[config.mk]
export PLATFORM = sky130hd
export DESIGN_NAME = bicubic_accum_stage1
export DESIGN_NICKNAME = d
export VERILOG_FILES = /design/src/rtl/bicubic_pkg.sv /design/src/rtl/bicubic_norm_clamp.sv /design/src/rtl/bicubic_accum_stage1.sv
export SDC_FILE = /design/constraint.sdc
export NUM_CORES = 1
export LEC_CHECK = 0
export ABC_CLOCK_PERIOD_IN_PS = 4600
export CAP_MARGIN = 20
export CORE_ASPECT_RATIO = 0.6
export CORE_MARGIN = 1
export CORE_UTILIZATION = 35
export DETAILED_ROUTE_END_ITERATION = 10
export REMOVE_ABC_BUFFERS = 1
export SKIP_LAST_GASP = 1
export SLEW_MARGIN = 20
export SYNTH_ARGS = -nofsm -noshare
export SYNTH_HDL_FRONTEND = slang
export SYNTH_HIERARCHICAL = 1
export SYNTH_SLANG_ARGS = --single-unit
[constraint.sdc]
create_clock -name clk -period 4.6 [get_ports clk]
set_clock_uncertainty 0.05 [all_clocks]
set_input_delay 0.92 -clock clk [delete_from_list [all_inputs] [get_ports clk]]
set_output_delay 0.92 -clock clk [all_outputs]
set_load 0.05 [all_outputs]
[src/rtl/bicubic_pkg.sv]
// Shared constants and types for the bicubic upscaler datapath.
// The weight-code table is used by reference models in the benches.
package bicubic_pkg;

  localparam int BICUBIC_TAPS          = 4;
  localparam int BICUBIC_NORM_SHIFT    = 11;
  localparam int PIX_MAX               = 255;
  localparam int BICUBIC_PRODUCT_WIDTH = 24;

  // Signed stage-1 multiplier product.
  typedef logic signed [BICUBIC_PRODUCT_WIDTH-1:0] bicubic_product_t;

  // 3-bit weight codes 0..7; each 4-tap weight set sums to 2048.
  localparam int BICUBIC_WEIGHT [8] = '{-21, -135, -147, -225, 235, 873, 1535, 1981};

endpackage

[src/rtl/bicubic_norm_clamp.sv]
// Combinational normalise-and-saturate: arithmetic right shift of a signed
// accumulator by NORM_SHIFT, then clamp to 0..PIX_MAX as a 9-bit value.
// Optional round-half-up before the shift: define BICUBIC_ACCUM_ROUND_EN.
// Shared by stage 1 and stage 2 of the upscaler.
module bicubic_norm_clamp
  import bicubic_pkg::*;
#(
  parameter int ACC_WIDTH  = BICUBIC_PRODUCT_WIDTH + 2,
  parameter int NORM_SHIFT = BICUBIC_NORM_SHIFT
) (
  input  logic signed [ACC_WIDTH-1:0] i_sum,
  output logic        [8:0]           o_pixel
);

  localparam logic signed [ACC_WIDTH:0] MAX_S = (ACC_WIDTH+1)'(PIX_MAX);

  // One guard bit so the rounding bias can never wrap the sum.
  logic signed [ACC_WIDTH:0] w_ext;
  logic signed [ACC_WIDTH:0] w_biased;
  logic signed [ACC_WIDTH:0] w_norm;

  assign w_ext = {i_sum[ACC_WIDTH-1], i_sum};

`ifdef BICUBIC_ACCUM_ROUND_EN
  localparam logic signed [ACC_WIDTH:0] ROUND_BIAS =
    {{(ACC_WIDTH-NORM_SHIFT+1){1'b0}}, 1'b1, {(NORM_SHIFT-1){1'b0}}};
  assign w_biased = w_ext + ROUND_BIAS;
`else
  assign w_biased = w_ext;
`endif

  assign w_norm = w_biased >>> NORM_SHIFT;

  // Saturate the normalised value into the 0..PIX_MAX pixel range.
  always_comb begin
    // NOTE: o_pixel gets a default first so no branch can leave it unassigned (no latch).
    o_pixel = '0;
    if (w_norm[ACC_WIDTH]) begin
      o_pixel = '0;
    end else if (w_norm > MAX_S) begin
      o_pixel = 9'(PIX_MAX);
    end else begin
      o_pixel = w_norm[8:0];
    end
  end

endmodule

[src/rtl/bicubic_accum_stage1.sv]
// Stage-1 accumulator of the bicubic upscaler: sums TAPS signed products per
// pixel, normalises/saturates via bicubic_norm_clamp, and hands the pixel to
// stage 2 through a one-entry valid/ready output register.
// Optional rounding build: define BICUBIC_ACCUM_ROUND_EN.
module bicubic_accum_stage1
  import bicubic_pkg::*;
#(
  parameter int INTER_PRODUCT_WIDTH = BICUBIC_PRODUCT_WIDTH,
  parameter int TAPS                = BICUBIC_TAPS,
  parameter int NORM_SHIFT          = BICUBIC_NORM_SHIFT,
  parameter int ACC_WIDTH           = INTER_PRODUCT_WIDTH + 2
) (
  input  logic                                  clk,
  input  logic                                  rst,
  input  logic                                  in_valid,
  output logic                                  in_ready,
  input  logic signed [INTER_PRODUCT_WIDTH-1:0] in_product,
  input  logic                                  in_last,
  output logic                                  out_valid,
  input  logic                                  out_ready,
  output logic        [8:0]                     out_pixel,
  output logic                                  err_frame
);

  localparam int               CNT_W    = (TAPS > 1) ? $clog2(TAPS) : 1;
  localparam logic [CNT_W-1:0] LAST_TAP = CNT_W'(TAPS - 1);

  logic        [CNT_W-1:0]     r_tap_cnt;
  logic signed [ACC_WIDTH-1:0] r_acc;
  logic                        r_out_valid;
  logic        [8:0]           r_out_pixel;
  logic                        r_err_frame;

  logic                        w_accept;
  logic                        w_take;
  logic                        w_first_tap;
  logic                        w_last_tap;
  logic                        w_final;
  logic signed [ACC_WIDTH-1:0] w_prod_ext;
  logic signed [ACC_WIDTH-1:0] w_sum;
  logic        [8:0]           w_pixel;

  // Only the final tap can stall, and only while an untaken result is pending.
  assign w_last_tap  = (r_tap_cnt == LAST_TAP);
  assign w_first_tap = (r_tap_cnt == '0);
  assign in_ready    = !w_last_tap || !r_out_valid || out_ready;
  assign w_accept    = in_valid && in_ready;
  assign w_take      = r_out_valid && out_ready;
  assign w_final     = w_accept && w_last_tap;

  // Tap 0 restarts the sum, so no separate clear cycle is needed between pixels.
  assign w_prod_ext = {{(ACC_WIDTH-INTER_PRODUCT_WIDTH){in_product[INTER_PRODUCT_WIDTH-1]}},
                       in_product};
  assign w_sum      = w_first_tap ? w_prod_ext : (r_acc + w_prod_ext);

  bicubic_norm_clamp #(
    .ACC_WIDTH  (ACC_WIDTH),
    .NORM_SHIFT (NORM_SHIFT)
  ) u_norm_clamp (
    .i_sum   (w_sum),
    .o_pixel (w_pixel)
  );

  // Tap counter and running sum advance on every accepted beat.
  always_ff @(posedge clk) begin
    // NOTE: sequential state uses <= so every register samples pre-edge values.
    if (rst) begin
      r_tap_cnt <= '0;
      r_acc     <= '0;
    end else if (w_accept) begin
      r_tap_cnt <= w_last_tap ? '0 : r_tap_cnt + 1'b1;
      r_acc     <= w_sum;
    end
  end

  // One-entry output register: a new final tap overrides a same-cycle take.
  always_ff @(posedge clk) begin
    if (rst) begin
      r_out_valid <= 1'b0;
      r_out_pixel <= '0;
    end else if (w_final) begin
      r_out_valid <= 1'b1;
      r_out_pixel <= w_pixel;
    end else if (w_take) begin
      r_out_valid <= 1'b0;
    end
  end

  // Sticky framing error: in_last must coincide with the counter's final tap.
  always_ff @(posedge clk) begin
    if (rst) begin
      r_err_frame <= 1'b0;
    end else if (w_accept && (in_last != w_last_tap)) begin
      r_err_frame <= 1'b1;
    end
  end

  assign out_valid = r_out_valid;
  assign out_pixel = r_out_pixel;
  assign err_frame = r_err_frame;

endmodule
-- Word-level counts from Yosys, hierarchy flattened
Cells that the tools add are included.
- ROM bits: 0
- latch bits: 0
- output and inout port bits: 12
- bits in registers: 39
- memories kept: 0
- RAM bits: 0
- logic and storage cells: 26
- input port bits: 29
- add/subtract/negate cells: 2
- $lt $le $gt $ge: 1
- eq/ne operators: 2
- muxes and demuxes: 6
- reductions and logical operators: 10
- shift operators: 0
- multiply operators: 0
- bitwise logic cells: 0
- div/mod/pow operators: 0
- operators with widths (kind ; count):
    adder 26 x 24 -> 26 bit ; 1
    2-to-1 mux 26 bit ; 1
    2-to-1 mux 9 bit ; 2
    > comparator 15 x 9 -> 1 bit, second input constant ; 1
    logical AND 1 bit ; 4
    adder 2 x 1 -> 2 bit, second input constant ; 1
    == test 2 bit, second input constant ; 1
    zero test 1 bit ; 2
    zero test 2 bit ; 1
    logical OR 1 bit ; 2
    2-to-1 mux 1 bit ; 2
    2-to-1 mux 2 bit ; 1
    nonzero test 2 bit ; 1
    != test 1 bit ; 1

-- Longest topological paths before layout
Gate-level depths: netlist of the first run.
- depth after elaboration: 7
- depth in mapped cells: 14
- mapped depth without buffers: 14

-- Hierarchy
The synthesis of the first run kept the hierarchy.
- by module, submodules not included (module ; cells an instance ; instances ; area each (um^2) ; sequential area each (um^2)):
    bicubic_accum_stage1 ; 415 ; 1 ; 3118.0 ; 780.7
    bicubic_norm_clamp ; 22 ; 1 ; 126.4 ; 0.0

-- Worst setup path before layout of the first run
Ideal clock, no wire load.
- path type: input to register
- from: input in_product[0]
- to: register r_out_pixel[6] (netlist: out_pixel[6])
- cell stages on the path: 14
- data required time: 4.417 ns
- library setup time: 0.133 ns
- path buffers: 0
- data arrival time: 3.549 ns
- setup slack: 0.868 ns
- cells stage by stage: ha_1 -> fa_1 -> a211oi_2 -> o211ai_2 -> a21boi_2 -> a211o_1 -> nand2_1 -> a211oi_1 -> xor2_1 -> o21ai_0 -> nor4_4 -> a21oi_1 -> nand2_1 -> a21oi_1
- longest elaborated chain between the ends: 5
- ends and longest elaborated chain (element ; RTL line ; RTL):
    from (decl) ; bicubic_accum_stage1.sv:17 ; input logic signed [INTER_PRODUCT_WIDTH-1:0] in_product,
    adder 26 x 24 -> 26 bit ; bicubic_accum_stage1.sv:54 ; assign w_sum = w_first_tap ? w_prod_ext : (r_acc + w_prod_ext);
    2-to-1 mux 26 bit ; bicubic_accum_stage1.sv:54 ;
    named net w_sum[22] ; bicubic_accum_stage1.sv:40 ; logic signed [ACC_WIDTH-1:0] w_sum;
    > comparator 15 x 9 -> 1 bit ; bicubic_norm_clamp.sv:40 ; end else if (w_norm > MAX_S) begin
    2-to-1 mux 9 bit ; bicubic_norm_clamp.sv:40 ;
    2-to-1 mux 9 bit ; bicubic_norm_clamp.sv:38 ; if (w_norm[ACC_WIDTH]) begin
    named net w_pixel[6] ; bicubic_accum_stage1.sv:41 ; logic [8:0] w_pixel;
    to (signal assigned) ; bicubic_accum_stage1.sv:83 ; r_out_pixel <= w_pixel;
    to (decl) ; bicubic_accum_stage1.sv:31 ; logic [8:0] r_out_pixel;
The timed path passes the listed nets, and every way through them passes these cells.
A chain may end at the register's enable or synchronous reset.

-- Worst setup path in the final report of the first run
- from: input in_product[0]
- to: register r_out_pixel[1] (netlist: out_pixel[1])
Same word-level chain as after synthesis.

==> results of run 1 <==
==> where the power goes <==
| group | switching [mW] | leakage (nW) | internal [mW] |
|---|---|---|---|
| Sequential | 0.0144 | 0.321 | 0.361 |
| Clock | 0.143 | 0.0727 | 0.212 |
| Combinational | 0.249 | 1.23 | 0.182 |
==> worst min-delay path by stage <==
stage	start	to	slack, ns	cells after the start
2_1_floorplan	r_acc[0]	r_acc[0]	0.38	2
3_3_place_gp	out_pixel[8]	out_pixel[8]	0.40	2
3_5_place_dp	out_pixel[5]	out_pixel[5]	0.40	2
4_1_cts	out_pixel[5]	out_pixel[5]	0.41	2
5_1_grt	out_pixel[1]	out_pixel[1]	0.43	2
6_report	out_pixel[5]	out_pixel[5]	0.41	2
==> cell usage in the layout (no fill, tap or decap), types with 3 or more instances in the layout <==
cell type,n
sky130_fd_sc_hd__o21ai_0,21
sky130_fd_sc_hd__nand2b_1,3
sky130_fd_sc_hd__and3_1,5
sky130_fd_sc_hd__nor2b_1,3
sky130_fd_sc_hd__clkdlybuf4s50_1,40
sky130_fd_sc_hd__a21o_1,14
sky130_fd_sc_hd__and2_1,3
sky130_fd_sc_hd__xnor2_1,10
sky130_fd_sc_hd__ha_1,27
sky130_fd_sc_hd__buf_4,9
sky130_fd_sc_hd__clkbuf_16,5
sky130_fd_sc_hd__inv_1,5
sky130_fd_sc_hd__nand2_1,75
sky130_fd_sc_hd__nand4_1,4
sky130_fd_sc_hd__a211oi_1,9
sky130_fd_sc_hd__a21oi_1,43
sky130_fd_sc_hd__or3_1,3
sky130_fd_sc_hd__nor3_1,16
sky130_fd_sc_hd__a211oi_2,3
sky130_fd_sc_hd__o21ai_1,7
sky130_fd_sc_hd__xor2_1,11
sky130_fd_sc_hd__nor2_1,49
sky130_fd_sc_hd__dfxtp_1,39
sky130_fd_sc_hd__nand3_1,7
sky130_fd_sc_hd__o21a_1,6
==> sequential cells by signal, summed over array words and instances (netlist names) <==
signal	count
r_acc	26
r_tap_cnt	2
out_pixel	9
out_valid	1
err_frame	1
==> final cells by class <==
cell class              count  area, µm²
fillers                   855       4860
inverters                   6       22.5
clock inverters             1       5.00
repair buffers             49        468
well taps                 112        140
clock buffers               6        139
flip-flops and latches     39        781
multi-input cells         367       2340
==> worst max-delay path, cell delays in order <==
cell                              delay, ns
sky130_fd_sc_hd__clkdlybuf4s50_1       0.43
sky130_fd_sc_hd__ha_1                  0.24
sky130_fd_sc_hd__fa_1                  0.45
sky130_fd_sc_hd__a211oi_2              0.40
sky130_fd_sc_hd__o211ai_2              0.18
sky130_fd_sc_hd__a21boi_2              0.18
sky130_fd_sc_hd__a211o_1               0.20
sky130_fd_sc_hd__nand2_1               0.12
sky130_fd_sc_hd__a211oi_1              0.26
sky130_fd_sc_hd__xor2_1                0.20
sky130_fd_sc_hd__o21ai_0               0.15
sky130_fd_sc_hd__nor4_4                0.25
sky130_fd_sc_hd__buf_4                 0.20
sky130_fd_sc_hd__a21oi_1               0.07
sky130_fd_sc_hd__nand2_1               0.06
sky130_fd_sc_hd__a21oi_1               0.06
==> routing by layer <==
metal,vias up,track usage
met1,1457,0.275
li1,1625,-
met4,0,0.0325
met5,-,0
met2,81,0.264
met3,4,0.0435
==> through the flow <==
step	instances	setup WS (ns)	hold slack (ns)	total power, mW	area, µm²
3_3_place_gp	573	0.232	0.397	0.804	3750
6_report	580	0.345	0.406	1.16	3890
5_1_grt	580	0.118	0.428	1.24	3890
4_1_cts	580	0.356	0.407	1.16	3890
3_5_place_dp	573	0.0929	0.399	0.809	3750
2_1_floorplan	412	0.845	0.384	0.686	3140
==> results.md, run 1 <==
- In this run the horizontal extent of the chip is 126 µm.
- The routability-driven placement congestion ratio is 0.870.
- Dividing the final minimum period by the clock period gives 0.925.
- The worst endpoint required time is 4.71 ns.
- A synthesized cell averages 7.43 µm².
- Once detail routing completed, the nets flagged for antenna violations numbered 0.
- The clock latency at the later pin of the worst-skew pair is 0.29 ns.
- The floorplan has 26 rows.
- Summed over all nets, wire length on met3 after detailed routing comes to 570 µm.
- The die area is 9660 µm².
- The utilization after layout is 0.445.
- The synthesized netlist cell count is 436.
- TritonCTS created 5 clock buffers.
- In the detailed route, the total length drawn on met2 is 3300 µm.
- The initial antenna violation count was 0.
- For the worst flop-to-flop path, the logic depth is 15.
- The routed length on met1 is 4670 µm.
- The number of I/O pins is 41.
- In the routed design, unresolved DRC markers number 0.
- For this design, the CTS-stage hold fixing added 0 buffers.
- The classification of the worst-slack hold path is flip-flop to flip-flop.
- The via-per-instance ratio is 5.46.
- Headroom to the max-slew limit came out at 0.360.
- The clock tree synthesis step divided the H-tree into 2 levels.
- The routed layout has 3,167 vias.
- The area of the mapped netlist is 3240 µm².
- The number of slew-limit violations in the final report is 0.
- Dividing the detail-routed wire length by the instance count gives 14.8 µm.
- Setup violations remaining at the end of the flow were counted as 0.
- The hold violation count in the final report is 0.
- The half-perimeter wire length after placement is 6440 µm.
- The layout overhead on the synthesized area is 20.2%.
- The total area inside the core boundary comes to 8750 µm².
- The largest vdd supply drop is 144 µV.
- The global-route usage over all layers is 0.184.
- The via count of the first global-routing pass is 2,846.
- The worst register-to-register path begins at r_acc[0].
- The longest clock path from root to sink contains 2 buffers.
- After clock tree synthesis, the setup repair step added 0 buffers.
- The tree built by TritonCTS fans out to 39 sinks.
- The root buffer selected by CTS is sky130_fd_sc_hd__clkbuf_16.
- The time the final worst path needs with I/O delays and setup is 4.25 ns.
- Of the cells placed in the final design, the portion with a size suffix greater than 1 is 0.0769.
- The worst reg2reg path endpoint is out_pixel[1].
- Setup repair after global routing left no endpoint under its margin.
- The capture point of the worst path is out_pixel[1].
- The largest net degree at the start of global routing is 49.
- The maximum fanout count along the critical path is 8.
- Routed signal wires occupy layers up through met4.
- Tracing the worst setup path back leads to its startpoint at in_product[0].
- In this run, the number of DRC markers left after iteration 0 of detailed routing was 171.
- STA puts the critical path data arrival time at 4.37 ns.
- TritonCTS built the clock tree.
- The count of buffers inserted at the top-level ports is 40.
- The startpoint class of the critical path is an input pin.
- The first global-routing pass estimated 14,300 µm of wire.
- Dividing total power by cell area gives a power density of 298 nW/µm².
- After clock tree synthesis, the clock-pin slew on the worst setup and hold paths is 0.06 ns.
- The tool flagged a number of max-cap violations equal to 0.
- The pre-antenna-repair detailed-routing pass consisted of 5 iterations.
- The number of antenna cells inserted is 0.
- Summed over all layers, the global routing overflow is 0.
- For the final routed database, the setup TNS stands at 0 ns.
- The count of cells resized by post-cts repair is 0.
- The critical path is of the input pin to flip-flop type.
- The total of warnings raised by yosys is 6.
- The initial standard-cell utilization of the core is 0.370.
- The vertical extent of the die is 76.5 µm.
- Based on the critical path, the design can be clocked at up to 235 MHz.
- The final layout contains 525 nets.
- The leakage power summed over all cells is 1.62 nW.
- STA classifies the critical path endpoint as a flip-flop.
- Summed over all layers, the routed wires come to 8590 µm.
- The reg2reg setup slack is 1.13 ns.
- The slew at the pin with the worst max-slew slack is 0.957 ns.
- The flow ran to the end, and the final reports show no timing, DRC or antenna violations.
No activity file was read; power rests on OpenSTA's default activity.
==> inputs of run 2 (changes only) <==
--- a/config.mk
+++ b/config.mk
@@ -5,7 +5,6 @@
 export SDC_FILE = /design/constraint.sdc
 export NUM_CORES = 1
 export LEC_CHECK = 0
-export ABC_CLOCK_PERIOD_IN_PS = 4600
 export CAP_MARGIN = 20
 export CORE_ASPECT_RATIO = 0.6
 export CORE_MARGIN = 1
==> constraint.sdc (replaced) <==
create_clock -name clk -period 3.48 [get_ports clk]
set_clock_uncertainty 0.05 [all_clocks]
set_input_delay 0.696 -clock clk [delete_from_list [all_inputs] [get_ports clk]]
set_output_delay 0.696 -clock clk [all_outputs]
set_load 0.05 [all_outputs]
==> run 2 against run 1 <==
Compared with the run above:
- non-clock buffer count is 76 higher
- total power is 55% higher
- sequential power is 35% higher
- critical path type unchanged
- die area stayed put
- largest power group unchanged
- routed wire length is 21% higher
- clock-buffer cell count stayed put
- first-iteration DRC count is 49% higher
- critical endpoint is now out_pixel[0]
- via count is 12% higher
- flip-flop and latch count stayed put
==> results.md, run 2 (synthesis results as in run 1) <==
- The number of nets in the layout is 601.
- The total setup violations reported at the end of the flow is 0.
- The root buffer selected by CTS is sky130_fd_sc_hd__clkbuf_16.
- The class of the most critical setup path is input pin to flip-flop.
- With fillers left out, the area of the finished cells amounts to 4850 µm².
- The routability-driven placement congestion ratio is 0.887.
- For this design the static power due to leakage is 2.11 nW.
- Once layout is complete, the utilization of the core stands at 0.555.
- The layout overhead on the synthesized area is 49.9%.
- The number of I/O pins is 41.
- The average detailed-routed wire length per instance is 15.8 µm.
- The final worst hold slack is 0.404 ns.
- The largest single stage delay on the critical path is 0.35 ns.
- After clock tree synthesis, the clock-pin slew on the worst setup and hold paths is 0.06 ns.
- TritonCTS built the clock tree.
- Dividing the final minimum period by the clock period gives 0.978.
- Summing over every cut layer, the via total after detailed routing is 3,553.
- The die covers 9660 µm².
- The run finished with clean final reports.
- 0 antenna diodes ended up in the layout.
- The instance area at placement is 4200 µm².
- The count of buffers inserted at the top-level ports is 40.
- Across the VDD grid, the largest voltage drop is 208 µV.
- The clock latency at the later pin of the worst-skew pair is 0.29 ns.
- Traced cell by cell, the critical path runs through dlygate4sd2_1 > ha_4 > buf_4 > nand4b_1 > a21oi_2 > o311ai_4 > o21ai_4 > buf_4 > a311oi_2 > o41ai_2 > buf_4 > clkbuf_4 > nor3_1 > a21oi_1 > nand2_1 > a21oi_1.
- In the routed design, unresolved DRC markers number 0.
- The highest-delay cell along the critical path is sky130_fd_sc_hd__o41ai_2.
- Entering global routing, the biggest net connects 42 pins.
- Leaving out fill and tap cells, the most frequent cell in the layout is sky130_fd_sc_hd__buf_4.
- The data arrival time of the critical path is 3.56 ns.
- Summed over all layers, the global routing overflow is 0.
- For the worst setup path, the data required time is 3.64 ns.
- The library cells used most frequently in the layout, excluding fill and tap cells, are sky130_fd_sc_hd__buf_4 (82), sky130_fd_sc_hd__nand2_1 (73), sky130_fd_sc_hd__nor2_1 (49).
- The H-tree generated during clock tree synthesis spans 2 levels.
- The floorplan row count is 26.
- The time the final worst path needs with I/O delays and setup is 3.40 ns.
- The via count of the first global-routing pass came to 3,305.
- After floorplanning, the core was sized to cover 8750 µm².
- The maximum achievable frequency is 294 MHz.
- Measured along the x axis, the die boundary spans 126 µm.
- The total number of clock tree sinks is 39.
- By instance count, the cell type seen most on the critical path is sky130_fd_sc_hd__buf_4.
- The share of cells above drive strength 1 is 0.290.
- The count of nets left with antenna violations once routing finished came out at 0.
- The number of clock buffers inserted by TritonCTS is 5.
- On the critical path the largest part of the delay comes from compound AO/OA/AOI/OAI gates.
- Of all nets on the critical path, the largest fanout is 4.
- The number of hold buffers added after CTS was 0.
- The initial antenna violation count is 0.
- Power spread over the standard cell area amounts to 370 nW/µm².
- The final layout contains routed wiring with a total length of 10,400 µm.
- The hold violation count in the final report is 0.
- The first-pass GRT wire length is 16,100 µm.
- The normalized max-slew margin is 0.501.
- The initial standard-cell utilization of the core is 0.370.
- The number of iterations in the first detailed-routing pass is 5.
- The type of destination of the critical path is a flip-flop.
- The number of slew-limit violations in the final report is 0.
- The via-per-instance ratio is 5.42.
- Across every metal layer, demand over resource in global routing totals 0.208.
- The classification of the worst-slack hold path is flip-flop to flip-flop.
- The number of buffer and inverter stages on the critical path is 5.
- More flip-flops sit in one register than any other, and that register is r_acc.
- The register with the most flip-flops in the layout has 26 of them.
- After filler insertion, the fill cell instance count of the layout stands at 796.
- The vertical extent of the die is 76.5 µm.
- The startpoint class of the critical path is an input pin.
- The clock passes through at most 2 buffers.
- The slew at the pin with the worst max-slew slack is 0.747 ns.
- The first-iteration detailed-routing DRC count is 255.
- The tool flagged a number of max-cap violations equal to 0.
- Once detailed placement completed, the half-perimeter wirelength came to 7070 µm.
run 2: final cells by class:
cell class                 count  area [µm²]  area share
multi-input combinational    367        2710       0.559
timing repair buffer         125        1060       0.218
sequential                    39         781       0.161
tap                          112         140      0.0289
clock buffer                   6         139      0.0286
inverter                       6        22.5     0.00464
clock inverter                 1        5.00     0.00103
run 2: final timing paths:
path | from | endpoint | slack, ns | cells past startpoint
min reg2reg | out_pixel[4] | out_pixel[4] | 0.40 | 2
min | out_pixel[4] | out_pixel[4] | 0.40 | 2
max reg2reg | r_acc[1] | out_pixel[0] | 0.33 | 14
max | in_product[3] | out_pixel[0] | 0.08 | 16
run 2: per-stage QoR:
step	worst slack (ns)	std cells	TNS [ns]	power (mW)
after floorplan	-0.0514	412	-0.411	0.907
after global placement	-0.538	632	-5.15	1.18
after detailed placement	-0.691	632	-6.72	1.19
after CTS	0.00199	648	0	1.74
after global routing	-0.0142	656	-0.0278	1.90
final	0.0754	656	0	1.80
run 2: what timing repair did:
item / in CTS / in global routing
setup buffers: 9 / 8
pin swaps: 24 / 23
setup endpoints to repair: 9 / 8
hold endpoints to repair: 0 / 0
gates resized for setup: 45 / 35
gates cloned: 0 / 1
run 2: where the power goes:
group	internal, mW	total [mW]	switching (mW)
Clock	0.280	0.470	0.190
Combinational	0.408	0.820	0.412
Sequential	0.478	0.506	0.0286
run 2: worst min-delay path: cells and delay by family, from the launching register on:
family             cells  cell delay [ns]
AOI/OAI and AO/OA      1             0.05
DFF                    1             0.31
and+or+nand+nor        1             0.05
run 2: layer usage:
| metal | share of wire | global-route usage |
|---|---|---|
| met5 | 0 | 0 |
| met4 | 0.0039 | 0.0349 |
| met3 | 0.051 | 0.0386 |
| met2 | 0.42 | 0.319 |
| met1 | 0.52 | 0.303 |
==> inputs of run 3 (changes only) <==
--- a/config.mk
+++ b/config.mk
@@ -10,6 +10,7 @@
 export CORE_MARGIN = 1
 export CORE_UTILIZATION = 35
 export DETAILED_ROUTE_END_ITERATION = 10
+export RECOVER_POWER = 50
 export REMOVE_ABC_BUFFERS = 1
 export SKIP_LAST_GASP = 1
 export SLEW_MARGIN = 20
==> run 3 against run 2 <==
Compared with the run above:
- fmax rose by 0.20%
- critical path depth stayed put
- combinational power hardly changed
- largest cell class unchanged
- first-iteration DRC count shrank 0.78%
- critical path type unchanged
- non-clock buffer count unchanged
- setup slack better by 0.0068 ns
- sequential share of layout area barely moved
- core utilization barely moved
- clock power hardly changed
==> results.md, run 3 (synthesis results as in run 1) <==
- 0 antenna diodes ended up in the layout.
- The class of the most critical setup path is input pin to flip-flop.
- The type of destination of the critical path is a flip-flop.
- TritonCTS built the clock tree.
- The clock passes through at most 2 buffers.
- The H-tree was split into 2 levels.
- The number of slew-limit violations in the final report is 0.
- For this run, global-route usage on met3 was measured as 0.0386.
- At the placement stage, the worst setup path has a slack of -0.691 ns.
- The leakage power summed over all cells is 2.14 nW.
- After filler insertion, the fill cell instance count of the layout stands at 797.
- Summed over all layers, the routed wires come to 10,300 µm.
- The total number of clock tree sinks is 39.
- The first-pass GRT wire length is 16,100 µm.
- In the final layout, the share of cells above drive strength 1 is 0.289.
- The initial antenna violation count was 0.
- The average detailed-routed wire length per instance is 15.7 µm.
- The largest vdd supply drop is 208 µV.
- In this run the standard cell core region covers 8750 µm².
- The area of the multi-input gates is 2710 µm².
- The width of the die is 126 µm.
- The die area is 9660 µm².
- The data arrival time of the critical path is 3.56 ns.
- The share of the cycle needed by the critical path after routing is 0.976.
- For the pin with the worst max-slew slack, the measured transition is 0.741 ns.
- The final worst hold slack is 0.401 ns.
- At the end of routability-driven placement, the weighted congestion stood at 0.887.
- The maximum achievable frequency is 294 MHz.
- For this block, the via count after detailed routing is 3,535.
- The highest-delay cell along the critical path is sky130_fd_sc_hd__o41ai_2.
- The worst endpoint required time is 3.64 ns.
- Leaving out filler cells and counting taps, the final layout contains 656.
- The residual DRC count is 0.
- The first-iteration detailed-routing DRC count is 253.
- The startpoint class of the critical path is an input pin.
- The number of nets in the layout is 601.
- For the worst-skew pair, the clock arrives at the later sink with an insertion delay of 0.29 ns.
- The register with the most flip-flops is r_acc.
- The vertical extent of the die is 76.5 µm.
- The number of max-capacitance violations reported is 0.
- Measured on the finished design, the core utilization comes to 0.554.
- After layout, the minimum clock period comes to 3.40 ns.
- The delay of the slowest cell on the worst path is 0.35 ns.
- The via count of the first global-routing pass came to 3,305.
- The met1 global-route usage is 0.303.
- The number of clock buffers inserted by TritonCTS is 5.
- The areal power density over the cells is 370 nW/µm².
- The number of I/O pins is 41.
- The hold violation count in the final report is 0.
- Setup violations remaining at the end of the flow were counted as 0.
- The number of nets with antenna violations after detailed routing is 0.
- In this run the clock root is driven by a sky130_fd_sc_hd__clkbuf_16.
- In the layout the commonest cells are sky130_fd_sc_hd__buf_4 (81), sky130_fd_sc_hd__nand2_1 (73), sky130_fd_sc_hd__nor2_1 (49).
- Counting both buffers and inverters, the worst setup path holds a total of 5.
- Along the worst path, the maximum fanout reaches 4.
- After global routing, the most crowded layer is met2.
- In the global route stage, overall resource usage came out at 0.208.
- The floorplan row count is 26.
- The clock-pin slew on the worst setup and hold paths is 0.06 ns.
- Once placement completed, the tool counted placed cells totaling 632.
- During placement, the flow inserted port buffers numbering 40.
- The worst-case setup margin in the final layout is 0.0822 ns.
- The layout overhead on the synthesized area is 49.7%.
- The classification of the worst-slack hold path is flip-flop to flip-flop.
- The flip-flop count of the largest register, all copies and words added is 26.
- In the routed layout, each cell is associated on average with a via count of 5.39.
- In the global route stage, met2 resource usage came out at 0.319.
- The flow ran to the end, and the final reports show no timing, DRC or antenna violations.
- Entering global routing, the biggest net connects 42 pins.
- The number of iterations in the first detailed-routing pass is 5.
- The normalized max-slew margin is 0.505.
- The hold-fix buffer count after cts is 0.
- The global route total overflow is 0.
- The critical path goes through dlygate4sd2_1 > ha_4 > buf_4 > nand4b_1 > a21oi_2 > o311ai_4 > o21ai_4 > buf_4 > a311oi_2 > o41ai_2 > buf_4 > clkbuf_4 > nor3_1 > a21oi_1 > nand2_1 > a21oi_1.
- On the critical path the largest part of the delay comes from compound AO/OA/AOI/OAI gates.
- For this configuration, the core starts out at a cell density of 0.370.
- The half-perimeter wire length after placement is 7070 µm.
- The cell that appears most often on the critical path is sky130_fd_sc_hd__buf_4.
- The leading cell type in the layout, fill and taps excluded is sky130_fd_sc_hd__buf_4.
- The sequential cells in the finished layout cover a total of 781 µm².
[run 3: changes by cell type in the layout (fill, tap and decap cells not counted), sizes merged]
| cell | before | now |
|---|---|---|
| dlygate4sd3 | 0 | 12 |
| clkdlybuf4s50 | 20 | 8 |
| buf | 84 | 83 |
| clkbuf | 9 | 10 |
[run 3: final cells by class]
class | instances | area share
sequential | 39 | 0.161
clock buffer | 6 | 0.0286
timing repair buffer | 125 | 0.217
tap | 112 | 0.0289
clock inverter | 1 | 0.00103
inverter | 6 | 0.00464
multi-input combinational | 367 | 0.559
[run 3: tightest hold or removal path: cells and delay by family (launching register included)]
kind	cells	cell delay, ns
simple gates	1	0.05
compound gates	1	0.05
flops	1	0.30
[run 3: through the flow]
step	total power [mW]	setup TNS (ns)	cell area [µm²]
2_1_floorplan	0.907	-0.411	3140
3_3_place_gp	1.18	-5.15	4200
3_5_place_dp	1.19	-6.72	4200
4_1_cts	1.74	0	4660
5_1_grt	1.90	-0.0278	4850
6_report	1.79	0	4850
[run 3: power breakdown]
part	internal, mW	switching (mW)
Sequential	0.478	0.0286
Clock	0.280	0.189
Combinational	0.407	0.411
[run 3: worst paths after layout]
| check | startpoint | to | slack (ns) | cells after the start |
|---|---|---|---|---|
| setup / recovery | in_product[3] | out_pixel[0] | 0.08 | 16 |
| hold / removal | out_pixel[3] | out_pixel[3] | 0.40 | 2 |
| setup reg to reg | r_acc[1] | out_pixel[0] | 0.34 | 14 |
| hold reg to reg | out_pixel[3] | out_pixel[3] | 0.40 | 2 |
[run 3: what timing repair did]
action | CTS | global route
endpoints found under the setup margin | 9 | 8
resized for setup | 45 | 35
endpoints found under the hold margin | 0 | 0
pin swaps | 24 | 23
cloned | 0 | 1
buffers inserted | 9 | 8
[run 3: per-layer routing]
metal / part of all wire / routed length, µm
met1: 0.52 / 5360
met2: 0.43 / 4400
met3: 0.050 / 521
met4: 0.0039 / 40
met5: 0 / 0
